<file path="src/rtl/robo_nav_ctrl_if.sv">
// Sensor sampling and command handshake bundle between the navigation controller
// and the map memory.
interface robo_nav_ctrl_if;
  logic       step;
  logic       sense_valid;
  logic       head;
  logic       left;
  logic       under;
  logic       barrier;
  logic       cmd_ready;
  logic       cmd_valid;
  logic [1:0] cmd;

  modport master (
    input  step, sense_valid, head, left, under, barrier, cmd_ready,
    output cmd_valid, cmd
  );

  modport slave (
    output step, sense_valid, head, left, under, barrier, cmd_ready,
    input  cmd_valid, cmd
  );
endinterface

</file>
<file path="src/rtl/robo_nav_ctrl.sv">
// Left-hand wall-following navigation controller: samples the map memory's sensors
// on each step, issues one move over valid/ready, and flags goal arrival or stall.
module robo_nav_ctrl #(
  parameter int unsigned STALL_LIMIT = 8
) (
  input  logic              clock,
  input  logic              reset,
  robo_nav_ctrl_if.master   bus,
  output logic              busy,
  output logic              done,
  output logic              stuck,
  output logic [3:0]        stall_cnt
);

  localparam int unsigned CNT_W   = 4;
  localparam int unsigned CMD_W   = 2;
  localparam logic [CNT_W-1:0] CNT_MAX = '1;

  localparam logic [CMD_W-1:0] CMD_FWD = 2'b00;
  localparam logic [CMD_W-1:0] CMD_TL  = 2'b01;
  localparam logic [CMD_W-1:0] CMD_TR  = 2'b10;
  localparam logic [CMD_W-1:0] CMD_REM = 2'b11;

  typedef enum logic [2:0] {
    IDLE, SENSE, DECIDE, ISSUE, ISSUE2, DONE, STUCK
  } state_e;

  state_e             state_q, state_d;
  logic               head_q, head_d;
  logic               left_q, left_d;
  logic               under_q, under_d;
  logic               barrier_q, barrier_d;
  logic               left_prev_q, left_prev_d;
  logic               fwd_pend_q, fwd_pend_d;
  logic [CMD_W-1:0]   cmd_q, cmd_d;
  logic               cmd_valid_q, cmd_valid_d;
  logic               busy_q, busy_d;
  logic               done_q, done_d;
  logic               stuck_q, stuck_d;
  logic [CNT_W-1:0]   stall_cnt_q, stall_cnt_d;

  logic               accept_c;
  logic [CNT_W-1:0]   stall_inc_c;

  // State and output registers
  always_ff @(posedge clock or negedge reset) begin
    if (!reset) begin
      state_q     <= IDLE;
      head_q      <= 1'b0;
      left_q      <= 1'b0;
      under_q     <= 1'b0;
      barrier_q   <= 1'b0;
      left_prev_q <= 1'b0;
      fwd_pend_q  <= 1'b0;
      cmd_q       <= CMD_FWD;
      cmd_valid_q <= 1'b0;
      busy_q      <= 1'b0;
      done_q      <= 1'b0;
      stuck_q     <= 1'b0;
      stall_cnt_q <= '0;
    end else begin
      state_q     <= state_d;
      head_q      <= head_d;
      left_q      <= left_d;
      under_q     <= under_d;
      barrier_q   <= barrier_d;
      left_prev_q <= left_prev_d;
      fwd_pend_q  <= fwd_pend_d;
      cmd_q       <= cmd_d;
      cmd_valid_q <= cmd_valid_d;
      busy_q      <= busy_d;
      done_q      <= done_d;
      stuck_q     <= stuck_d;
      stall_cnt_q <= stall_cnt_d;
    end
  end

  // Next-state, decision and stall accounting
  always_comb begin
    state_d     = state_q;
    head_d      = head_q;
    left_d      = left_q;
    under_d     = under_q;
    barrier_d   = barrier_q;
    left_prev_d = left_prev_q;
    fwd_pend_d  = fwd_pend_q;
    cmd_d       = cmd_q;
    stall_cnt_d = stall_cnt_q;

    accept_c    = cmd_valid_q && bus.cmd_ready;
    stall_inc_c = (stall_cnt_q == CNT_MAX) ? stall_cnt_q : stall_cnt_q + CNT_W'(1);

    unique case (state_q)
      IDLE: begin
        if (bus.step) state_d = SENSE;
      end
      SENSE: begin
        if (bus.sense_valid) begin
          head_d    = bus.head;
          left_d    = bus.left;
          under_d   = bus.under;
          barrier_d = bus.barrier;
          state_d   = DECIDE;
        end
      end
      DECIDE: begin
        left_prev_d = left_q;
        fwd_pend_d  = 1'b0;
        state_d     = ISSUE;
        if (under_q) begin
          state_d = DONE;
        end else if (barrier_q) begin
          cmd_d = CMD_REM;
        end else if (!left_q && left_prev_q) begin
          // Wall on the left just opened: turn into the gap, then step through it
          cmd_d      = CMD_TL;
          fwd_pend_d = 1'b1;
        end else if (!head_q) begin
          cmd_d = CMD_FWD;
        end else begin
          cmd_d = CMD_TR;
        end
      end
      ISSUE, ISSUE2: begin
        if (accept_c) begin
          if (cmd_q == CMD_FWD) begin
            stall_cnt_d = '0;
            state_d     = IDLE;
          end else begin
            stall_cnt_d = stall_inc_c;
            if (32'(stall_inc_c) >= STALL_LIMIT) begin
              state_d = STUCK;
            end else if (fwd_pend_q) begin
              state_d    = ISSUE2;
              cmd_d      = CMD_FWD;
              fwd_pend_d = 1'b0;
            end else begin
              state_d = IDLE;
            end
          end
        end
      end
      DONE, STUCK: begin
        state_d = state_q;
      end
      default: state_d = IDLE;
    endcase

    cmd_valid_d = (state_d == ISSUE) || (state_d == ISSUE2);
    busy_d      = !((state_d == IDLE) || (state_d == DONE) || (state_d == STUCK));
    done_d      = done_q || (state_d == DONE);
    stuck_d     = stuck_q || (state_d == STUCK);
  end

  assign bus.cmd_valid = cmd_valid_q;
  assign bus.cmd       = cmd_q;
  assign busy          = busy_q;
  assign done          = done_q;
  assign stuck         = stuck_q;
  assign stall_cnt     = stall_cnt_q;

endmodule

</file>
<file path="src/flat_wrapper.sv">
// flat-port wrapper written by rule: the top's interface ports become plain ports
module robo_nav_ctrl_flat 
#(
  parameter int unsigned STALL_LIMIT = 8
)
  (clock, reset, busy, done, stuck, stall_cnt, bus_step, bus_sense_valid, bus_head, bus_left, bus_under, bus_barrier, bus_cmd_ready, bus_cmd_valid, bus_cmd);
  robo_nav_ctrl_if bus_i ();
  input  logic clock;
  input  logic reset;
  output logic busy;
  output logic done;
  output logic stuck;
  output logic [3:0] stall_cnt;
  input wire logic [$bits(bus_i.step)-1:0] bus_step;
  input wire logic [$bits(bus_i.sense_valid)-1:0] bus_sense_valid;
  input wire logic [$bits(bus_i.head)-1:0] bus_head;
  input wire logic [$bits(bus_i.left)-1:0] bus_left;
  input wire logic [$bits(bus_i.under)-1:0] bus_under;
  input wire logic [$bits(bus_i.barrier)-1:0] bus_barrier;
  input wire logic [$bits(bus_i.cmd_ready)-1:0] bus_cmd_ready;
  output wire logic [$bits(bus_i.cmd_valid)-1:0] bus_cmd_valid;
  output wire logic [$bits(bus_i.cmd)-1:0] bus_cmd;
  assign bus_i.step = bus_step;
  assign bus_i.sense_valid = bus_sense_valid;
  assign bus_i.head = bus_head;
  assign bus_i.left = bus_left;
  assign bus_i.under = bus_under;
  assign bus_i.barrier = bus_barrier;
  assign bus_i.cmd_ready = bus_cmd_ready;
  assign bus_cmd_valid = bus_i.cmd_valid;
  assign bus_cmd = bus_i.cmd;
  robo_nav_ctrl #(.STALL_LIMIT(STALL_LIMIT)) u_core (.clock(clock), .reset(reset), .bus(bus_i), .busy(busy), .done(done), .stuck(stuck), .stall_cnt(stall_cnt));
endmodule
</file>
<file path="config.mk">
export PLATFORM = sky130hd
export DESIGN_NAME = robo_nav_ctrl_flat
export DESIGN_NICKNAME = d
export VERILOG_FILES = /design/src/rtl/robo_nav_ctrl_if.sv /design/src/rtl/robo_nav_ctrl.sv /design/src/flat_wrapper.sv
export SDC_FILE = /design/constraint.sdc
export NUM_CORES = 1
export LEC_CHECK = 0
export CAP_MARGIN = 20
export CELL_PAD_IN_SITES_DETAIL_PLACEMENT = 0
export CELL_PAD_IN_SITES_GLOBAL_PLACEMENT = 1
export CORE_AREA = 3 3 54 56
export DETAILED_ROUTE_END_ITERATION = 6
export DIE_AREA = 0 0 57 59
export PLACE_DENSITY = 0.82
export SYNTH_ARGS = -nofsm -noshare
export SYNTH_HDL_FRONTEND = slang
export SYNTH_SLANG_ARGS = --single-unit
</file>
<file path="constraint.sdc">
create_clock -name clock -period 1.9 [get_ports clock]
set_input_delay 0.285 -clock clock [delete_from_list [all_inputs] [get_ports clock]]
set_output_delay 0.285 -clock clock [all_outputs]
set_load 0.02 [all_outputs]
</file>
==> results_dict.tcl <==
set metrics [dict create \
    initial_core_util_pct 38.1 \
    wl_mm 1.83 \
    clock.fmax_mhz 565 \
    power_density_mw_per_mm2 1540 \
    finalHoldViolCount 0 \
    final_area_mm2 0.00120 \
    drc 0 \
    use_met1_pct 15.2 \
    path_max_fanout 10 \
    synth_nets 97 \
    grt_busiest_layer "met2" \
    grt_pass1_vias 725 \
    arrival_ps 1960 \
    postCtsSetupBuffers 0 \
    swShare_pct 39.3 \
    firstDrtPassIters 4 \
    grtUsageMet2_pct 19.4 \
    setup_viol 0 \
    rrSetupSlack_ps 130 \
    viasPerCell 5.24 \
    synth.avg_cell_area_um2 10.8 \
    synthFlopType "dfrtp_1" \
    p_clk_share_pct 11.0 \
    synth_cell_types 34 \
    antenna_cells 0 \
    hold_buffers 0 \
    syn_to_final_growth_pct 27.1 \
    insertion_delay_ps 300 \
    final.setup.tns_ps 0 \
    place.gp.congestion 0.768 \
    ios 19 \
    hpwl_mm 1.37 \
    async_flop_share_pct 100 \
    dr.first_iter.drc_count 22 \
    yosys_warnings 0 \
    wl_per_cell_um 13.1 \
    grt_pass1_wl_mm 3.09 \
    die_width_um 57 \
    grt_use_total_pct 11.9 \
    grt_overflow 0 \
    tightest_slew_ps 412 \
    status "finished clean" \
    cts_buffers 3 \
    cts.sinks 19 \
    drtAntennaViolNets 0 \
    port_buffers 18 \
    pre_cts_ws_ps 104 \
    slew_violations 0 \
    max_slew_margin_pct 71.8 \
    cts_max_level 1 \
    reg2reg_depth 4 \
    period_needed_ps 1770 \
    pwr-share-seq_pct 39.5 \
    ir_drop_uv 854 \
    switching_power_uw 726 \
    rows 18 \
    die_h_um 59 \
    holdWs_ps 306 \
    placed_area_mm2 0.00117 \
    synth_edf_count 0 \
    intPower_uw 1120 \
    cts_root_buffer "clkbuf_4" \
    cts_tree "done" \
    clockBufferDepth 2 \
    power_uw 1850 \
    power.leakage_uw 0.000516 \
    cap_violations 0 \
    die-area_mm2 0.00336 \
    clkTransAtPathRegs_ps 110 \
    finClkSkew_ps 5.84 \
    hold_path_class "in2async" \
    ys_seq_area_share_pct 50.4 \
    nets 121 \
    setup_slack_ps 132 \
    drive_gt1_share_pct 18.2 \
    grt_start_max_net_pins 20 \
    syn_area_um2 943 \
    cts_repair_resize_count 0 \
    critPathLaunchType "register" \
    dr_total_vias 734 \
    end_kind "register" \
    antenna_found_initial 0 \
    coreArea_mm2 0.00248 \
    use_met3_pct 4.79 \
    min_period_over_period_pct 93.1 \
    combPwrFrac_pct 49.4 \
    synth_seq_cells 19 \
    postSynthCellCount 87 \
    cp.required_ps 2090 \
    crit_type "reg2reg" \
    grt_setup_unrepaired "false" \
]
[per-layer routing]
| layer | wire, um | vias up |
|---|---|---|
| met4 | 0 | 0 |
| met1 | 878 | 358 |
| met3 | 79 | 0 |
| met5 | 0 | - |
| li1 | - | 359 |
| met2 | 873 | 17 |
[cell usage after synthesis, drive strengths merged, types with 2 or more instances]
cell type / instances / area, um^2
nand2: 7 / 28.8
a31oi: 2 / 12.5
a22o: 3 / 26.3
o21bai: 2 / 15.0
nand3b: 3 / 22.5
a21oi: 5 / 36.3
nor2: 4 / 15.0
o211ai: 2 / 15.0
nand3: 3 / 15.0
dfrtp: 19 / 475
buf: 2 / 16.3
mux2: 6 / 67.6
o21ai: 6 / 30.0
nand2b: 3 / 18.8
inv: 5 / 18.8
[critical path, cell delays in order, from the launching register on]
cell and delay, ps:
dfrtp_1 500, or3b_4 460, a21oi_4 250, o21ai_0 160, mux2_2 290
[per-stage QoR]
stage | cells | utilization [%]
floorplan | 87 | -
CTS | 140 | 48.4
global route | 140 | 48.4
global placement | 136 | 47.3
detailed placement | 136 | 47.3
finish | 140 | 48.4
[layout by cell type (no fill, tap or decap), types with 2 or more instances in the layout]
cell type	instances
buf_4	4
a21oi_1	4
clkbuf_4	3
nand2_1	6
nand3_1	3
clkdlybuf4s50_1	18
o211ai_1	2
o21ai_0	5
dfrtp_1	19
nor2_1	4
nand3b_1	3
inv_1	5
a22o_1	3
nand2b_1	3
a31oi_1	2
mux2_2	6
o21bai_1	2
[area by class of cell]
class / instances / area, um^2
well taps: 30 / 37.5
multi-input cells: 60 / 429
clock buffers: 3 / 22.5
inverters: 5 / 18.8
clock inverters: 1 / 5.00
fillers: 252 / 1280
repair buffers: 22 / 210
flip-flops and latches: 19 / 475
[sequential cells by signal (all words and copies together) (netlist names)]
signal,count
u_core.barrier_q,1
u_core.bus.cmd,2
u_core.bus.cmd_valid,1
u_core.busy,1
u_core.done,1
u_core.fwd_pend_q,1
u_core.head_q,1
u_core.left_prev_q,1
u_core.left_q,1
u_core.stall_cnt,4
u_core.state_q,3
u_core.stuck,1
u_core.under_q,1
[path summary, 6_finish.rpt]
path                                    from                  end
max in group asynchronous              reset    u_core.fwd_pend_q
max                        u_core.state_q[0]  u_core.stall_cnt[0]
min                                    reset          u_core.busy
max reg2reg                u_core.state_q[0]  u_core.stall_cnt[0]
min in group clock              u_core.stuck         u_core.stuck
min reg2reg                     u_core.stuck         u_core.stuck
[kinds of logic (layout without fill, tap and decap cells)]
| family | Yosys count | in the layout | synth area share (%) |
|---|---|---|---|
| multiplexers | 7 | 7 | 8.22 |
| buffers and inverters | 8 | 31 | 4.11 |
| XOR/XNOR | 1 | 1 | 0.929 |
| AND/OR/NAND/NOR | 26 | 26 | 15.5 |
| AO/OA/AOI/OAI | 25 | 25 | 19.5 |
| flip-flops | 19 | 19 | 50.4 |
| adder cells (fa/ha/maj) | 1 | 1 | 1.33 |
[power by group through the flow]
stage / clock, uW / sequential (uW) / combinational, uW
2_1_floorplan: 0 / 776 / 579
3_3_place_gp: 0 / 735 / 905
3_5_place_dp: 0 / 741 / 917
4_1_cts: 215 / 731 / 921
5_1_grt: 235 / 761 / 1000
6_report: 204 / 730 / 912
Power figures use the tool's default switching activity.
